[src/rtl/jtag_user_dr_bank.sv]
// JTAG user data-register bank: a {we, addr, data} frame shifted through the TCK domain gives
// addressed read/write access to N_REGS registers. Define JTAG_LEN_CHECK_EN to reject frames whose bit count is not LEN.
module jtag_user_dr_bank #(
  parameter int                    DATA_WIDTH  = 32,
  parameter int                    ADDR_WIDTH  = 2,
  parameter int                    N_REGS      = 4,
  parameter logic [DATA_WIDTH-1:0] RESET_VALUE = '0
) (
  input  logic                         clk_i,
  input  logic                         rst_i,
  input  logic                         sel_i,
  input  logic                         capture_i,
  input  logic                         shift_i,
  input  logic                         update_i,
  input  logic                         tdi_i,
  output logic                         tdo_o,
  input  logic [N_REGS*DATA_WIDTH-1:0] rd_data_i,
  output logic [N_REGS*DATA_WIDTH-1:0] wr_data_o,
  output logic [N_REGS-1:0]            wr_stb_o,
  output logic                         e1dr_o,
  output logic                         frame_err_o,
  output logic                         busy_o
);

  localparam int LEN     = DATA_WIDTH + ADDR_WIDTH + 1;
  localparam int N_SLOTS = 2 ** ADDR_WIDTH;
  localparam logic [ADDR_WIDTH:0] N_REGS_W = (ADDR_WIDTH + 1)'(N_REGS);

  typedef enum logic [1:0] {IDLE, SHIFT, EXIT} state_t;

  state_t                 state_reg, state_next;
  logic [LEN-1:0]         sr_reg, sr_next;
  logic [ADDR_WIDTH-1:0]  last_addr_reg, last_addr_next;
  logic                   busy_reg, e1dr_reg, frame_err_reg;
  logic                   active, capture_go, shift_go, commit_go;
  logic                   commit_we, addr_ok, len_ok, accept, wr_en, err_next;
  logic [ADDR_WIDTH-1:0]  commit_addr;
  logic [DATA_WIDTH-1:0]  commit_data;
  logic [DATA_WIDTH-1:0]  rd_slot [N_SLOTS];

  // Pad the capture mux to a full power of two so last_addr always indexes in range.
  genvar gi;
  generate
    for (gi = 0; gi < N_SLOTS; gi++) begin : g_rd
      if (gi < N_REGS) begin : g_used
        assign rd_slot[gi] = rd_data_i[gi*DATA_WIDTH +: DATA_WIDTH];
      end else begin : g_pad
        assign rd_slot[gi] = '0;
      end
    end
  endgenerate

  assign active     = (state_reg == SHIFT) || (state_reg == EXIT);
  assign capture_go = sel_i && capture_i;
  assign shift_go   = sel_i && !capture_i && active && shift_i;
  assign commit_go  = sel_i && !capture_i && active && !shift_i && update_i;

  always_ff @(posedge clk_i or posedge rst_i) begin
    if (rst_i) begin
      state_reg <= IDLE;
    end else begin
      state_reg <= state_next;
    end
  end

  // SHIFT and EXIT differ only in how they were entered; Pause/Exit2 all collapse into EXIT.
  always_comb begin
    state_next = state_reg;
    if (!sel_i) begin
      state_next = IDLE;
    end else if (capture_i) begin
      state_next = SHIFT;
    end else if (active) begin
      if (shift_i) begin
        state_next = SHIFT;
      end else if (update_i) begin
        state_next = IDLE;
      end else begin
        state_next = EXIT;
      end
    end
  end

  always_comb begin
    commit_we      = sr_reg[LEN-1];
    commit_addr    = sr_reg[LEN-2:DATA_WIDTH];
    commit_data    = sr_reg[DATA_WIDTH-1:0];
    addr_ok        = {1'b0, commit_addr} < N_REGS_W;
    accept         = commit_go && addr_ok && len_ok;
    wr_en          = accept && commit_we;
    err_next       = commit_go && !accept;
    last_addr_next = accept ? commit_addr : last_addr_reg;
    sr_next        = sr_reg;
    if (capture_go) begin
      sr_next = {1'b0, last_addr_reg, rd_slot[last_addr_reg]};
    end else if (shift_go) begin
      sr_next = {tdi_i, sr_reg[LEN-1:1]};
    end
  end

`ifdef JTAG_LEN_CHECK_EN
  // The bit counter only matters when frame length is enforced; it saturates one past LEN to flag overruns.
  localparam int CNT_W = $clog2(LEN + 2);
  logic [CNT_W-1:0] cnt_reg, cnt_next;

  always_comb begin
    cnt_next = cnt_reg;
    if (capture_go) begin
      cnt_next = '0;
    end else if (shift_go && (cnt_reg != CNT_W'(LEN + 1))) begin
      cnt_next = cnt_reg + 1'b1;
    end
  end

  always_ff @(posedge clk_i or posedge rst_i) begin
    if (rst_i) begin
      cnt_reg <= '0;
    end else begin
      cnt_reg <= cnt_next;
    end
  end

  assign len_ok = (cnt_reg == CNT_W'(LEN));
`else
  assign len_ok = 1'b1;
`endif

  always_ff @(posedge clk_i or posedge rst_i) begin
    if (rst_i) begin
      sr_reg        <= '0;
      last_addr_reg <= '0;
      busy_reg      <= 1'b0;
      e1dr_reg      <= 1'b0;
      frame_err_reg <= 1'b0;
    end else begin
      sr_reg        <= sr_next;
      last_addr_reg <= last_addr_next;
      busy_reg      <= (state_next != IDLE);
      e1dr_reg      <= commit_go;
      frame_err_reg <= err_next;
    end
  end

  generate
    for (gi = 0; gi < N_REGS; gi++) begin : g_reg
      logic [DATA_WIDTH-1:0] wr_data_reg;
      logic                  wr_stb_reg;

      always_ff @(posedge clk_i or posedge rst_i) begin
        if (rst_i) begin
          wr_data_reg <= RESET_VALUE;
          wr_stb_reg  <= 1'b0;
        end else begin
          wr_stb_reg <= wr_en && (commit_addr == ADDR_WIDTH'(gi));
          if (wr_en && (commit_addr == ADDR_WIDTH'(gi))) begin
            wr_data_reg <= commit_data;
          end
        end
      end

      assign wr_data_o[gi*DATA_WIDTH +: DATA_WIDTH] = wr_data_reg;
      assign wr_stb_o[gi]                           = wr_stb_reg;
    end
  endgenerate

  assign tdo_o       = sr_reg[0];
  assign busy_o      = busy_reg;
  assign e1dr_o      = e1dr_reg;
  assign frame_err_o = frame_err_reg;

endmodule

[config.mk]
export PLATFORM = sky130hd
export DESIGN_NAME = jtag_user_dr_bank
export DESIGN_NICKNAME = d
export VERILOG_FILES = /design/src/rtl/jtag_user_dr_bank.sv
export SDC_FILE = /design/constraint.sdc
export NUM_CORES = 1
export LEC_CHECK = 0
export CAP_MARGIN = 0
export CORE_ASPECT_RATIO = 0.75
export CORE_MARGIN = 2
export CORE_UTILIZATION = 34
export CTS_CLUSTER_SIZE = 10
export DETAILED_ROUTE_END_ITERATION = 7
export GPL_TIMING_DRIVEN = 0
export PLACE_DENSITY = 0.64
export SYNTH_ARGS = -nofsm -noshare
export SYNTH_HDL_FRONTEND = slang
export SYNTH_SLANG_ARGS = --single-unit
[constraint.sdc]
create_clock -name clk_i -period 8.3 [get_ports clk_i]
set_input_delay 1.66 -clock clk_i [delete_from_list [all_inputs] [get_ports clk_i]]
set_output_delay 1.66 -clock clk_i [all_outputs]
set_load 0.03 [all_outputs]
==> summary.md <==
| Metric | Value |
|---|---|
| Status | `complete, no violations` |
| Post-Syn Area | `0.00746 mm2` |
| Skew-Pair Late Insertion Delay | `0.43 ns` |
| Max-cap violations | `0` |
| Final worst path period share | `43.5%` |
| Die Ht | `132 um` |
| Finished Core Util | `52.1%` |
| Worst vdd ir | `0.105 mV` |
| Min-Delay Path Depth | `1` |
| Synth cell count leaders | `173 x dfrtp_1, 130 x mux2_2, 64 x mux2i_1` |
| Wire per inst | `20.8 um` |
| Die width | `175 um` |
| Largest register FFs | `128` |
| Post-DP HPWL | `16,900 um` |
| # resized after CTS | `0` |
| Sequential area share after synthesis | `58.1%` |
| Crit path kind | `in -> reg` |
| Initial Utilization | `34.9%` |
| CTS tree | `built` |
| Core Area | `0.0214 mm2` |
| Global route overflow | `0` |
| Die Area | `0.0231 mm2` |
| Final ANT Viol Nets | `0` |
| Worst setup EP type | `register` |
| Pwr dens | `188 mW/mm2` |
| Pin count of the biggest net entering global routing | `94` |
| Clock network fraction of design power | `38.5%` |
| Sw frac | `28.2%` |
| Number of synthesized flops with an enable pin | `0` |
| First-pass GRT wire length | `35,900 um` |
| Critical path's slowest cell | `nor4_2` |
| Hold crit path type | `reg -> reg` |
| Fmax achieved | `277 MHz` |
| Worst Max-Slew Pin Slew | `0.937 ns` |
| Synth top area cells | `dfrtp_1 58%, mux2_2 20%, mux2i_1 8.6%` |
| Port bufs | `268` |
| Max-slew violations | `0` |
| Number of diodes | `0` |
| WL final | `23,000 um` |
| Relative slew slack | `37.6%` |
| Vias in the first global route | `6,072` |
| CTS Buffer Depth | `2` |
| Arrival @ worst endpoint | `3.92 ns` |
| Layout cells sized above 1 | `23.2%` |
| Hold buffer count at CTS | `0` |
| Crit path required time | `8.61 ns` |
| GPL Wtd Cong | `0.813` |
| Power share of the combinational group | `14.4%` |
| Hold WS | `0.507 ns` |
| Worst Path Max Fanout | `10` |
| Post-synthesis cell count | `514` |
| Main synth FF type | `dfrtp_1` |
| Lkg Pwr | `4.95 nW` |
| Hold Fails Final Rpt | `0` |
| Initial antenna violation count | `0` |
| Initial DRC Count | `272` |
| Flop pwr share | `47.1%` |
| Total number of vias | `5,614` |
| Asr flop ratio synth | `100%` |
| DRT Pass-1 Iters | `5` |
| Synth Register Bits | `173` |
| H-tree level count | `4` |
| # setup viols final | `0` |
| Number of clock sinks | `173` |
| RSZ-0062 raised after global routing | `false` |
| Clk slew on worst S/H paths | `0.07 ns` |
| Clock Skews | `0.0135 ns` |
| Cell Int Power | `1.50 mW` |
| Synthesized Nets | `649` |
| Row count | `46` |
| Num ports | `271` |
| Most numerous cell in the Yosys netlist | `dfrtp_1` |
| Post-Syn Area per Cell | `14.5 um2` |
| Synth cell types | `37` |
| Post-CTS Setup Bufs | `0` |
| Synth Warn # | `0` |
| Startpoint types | `input port` |
| CTS Buf Count | `17` |
| Post-synth top area cell | `dfrtp_1` |
| Area fraction of the dominant cell type after synthesis | `58.1%` |
| Final net count | `937` |
| Crit-path cells | `clkdlybuf4s50_1, nand3b_1, nor4_2, buf_2, mux2_2` |
| DR vias/cell | `5.09` |
| Root buffer cell | `clkbuf_16` |
| P&R area growth vs syn | `49.2%` |
| CP peak stage delay | `0.63 ns` |
| Sw Pwr | `0.592 mW` |
| FF-to-FF path depth | `4` |
| DRC viols | `0` |
| Setup TNS | `0 ns` |
| Final Critical Period | `3.61 ns` |
| Gr usage total | `20.2%` |
-- power by group through the flow --
stage | logic [mW] | clock network [mW] | registers [mW]
floorplan | 0.155 | 0 | 0.985
global placement | 0.297 | 0 | 0.996
detailed placement | 0.304 | 0 | 1.00
CTS | 0.307 | 0.821 | 0.986
global route | 0.325 | 0.863 | 0.999
finish | 0.303 | 0.806 | 0.987
-- layout by cell type, fill, tap and decap left out, drive strengths merged, types with 2 or more instances in the layout --
cell type,n
nor2b,2
nand3,3
a221o,32
mux2,131
inv,15
nor4,2
clkdlybuf4s50,268
nand4,3
buf,29
dfrtp,173
o22ai,32
clkbuf,32
mux2i,64
and2,2
nand3b,4
clkinvlp,2
maj3,2
-- path summary, 6_finish.rpt --
check                                                     start                                    to  slack (ns)
setup / recovery                                      capture_i   g_reg[3].wr_data_reg[4]$_DFFE_PP0P_        4.69
hold / removal             g_reg[1].wr_data_reg[19]$_DFFE_PP0P_  g_reg[1].wr_data_reg[19]$_DFFE_PP0P_        0.51
setup reg to reg                         state_reg[1]$_DFF_PP0_  g_reg[1].wr_data_reg[17]$_DFFE_PP0P_        5.97
hold reg to reg            g_reg[1].wr_data_reg[19]$_DFFE_PP0P_  g_reg[1].wr_data_reg[19]$_DFFE_PP0P_        0.51
max in group asynchronous                                 rst_i  g_reg[3].wr_data_reg[23]$_DFFE_PP0P_        5.76
min in group asynchronous                                 rst_i  g_reg[3].wr_data_reg[16]$_DFFE_PP0P_        1.69
-- metal layers --
metal | up-vias | wire length [um] | track usage, % | share of wire (%)
li1 | 2522 | - | - | -
met4 | 0 | 281 | 5.23 | 1.2
met5 | - | 0 | 0 | 0
met2 | 193 | 11100 | 32.4 | 48
met1 | 2882 | 10100 | 27.2 | 44
met3 | 17 | 1430 | 5.57 | 6.2
-- area by class of cell --
class                      count  area, um2
sequential                   173       4330
fill                        1795      10200
timing repair buffer         269       2710
buffer                        41        214
inverter                       6       30.0
clock buffer                  19        453
clock inverter                13        140
multi-input combinational    294       2890
tap                          288        360
-- cell families after synthesis --
kind of cell             share of synthesized area (%)
buffers and inverters                             3.17
AO/OA/AOI/OAI                                     7.72
XOR/XNOR                                         0.235
AND/OR/NAND/NOR                                   2.11
multiplexers                                      28.4
adder cells (fa/ha/maj)                          0.269
other                                           0.0503
flip-flops                                        58.1
-- per-stage QoR --
| step | setup WS (ns) | cells | instance area (um2) | total power, mW |
|---|---|---|---|---|
| floorplan | 1.95 | 514 | 7460 | 1.14 |
| global placement | -0.136 | 1070 | 10500 | 1.29 |
| detailed placement | 4.24 | 1071 | 10500 | 1.31 |
| CTS | 4.69 | 1103 | 11100 | 2.11 |
| global route | 4.52 | 1103 | 11100 | 2.19 |
| finish | 4.69 | 1103 | 11100 | 2.10 |
-- worst max-delay path, delay by kind of cell --
family                 cells  cell delay (ns)
buffers and inverters      2             0.98
AND/OR/NAND/NOR            2             0.88
multiplexers               1             0.38
No activity file was read; power rests on OpenSTA's default activity.
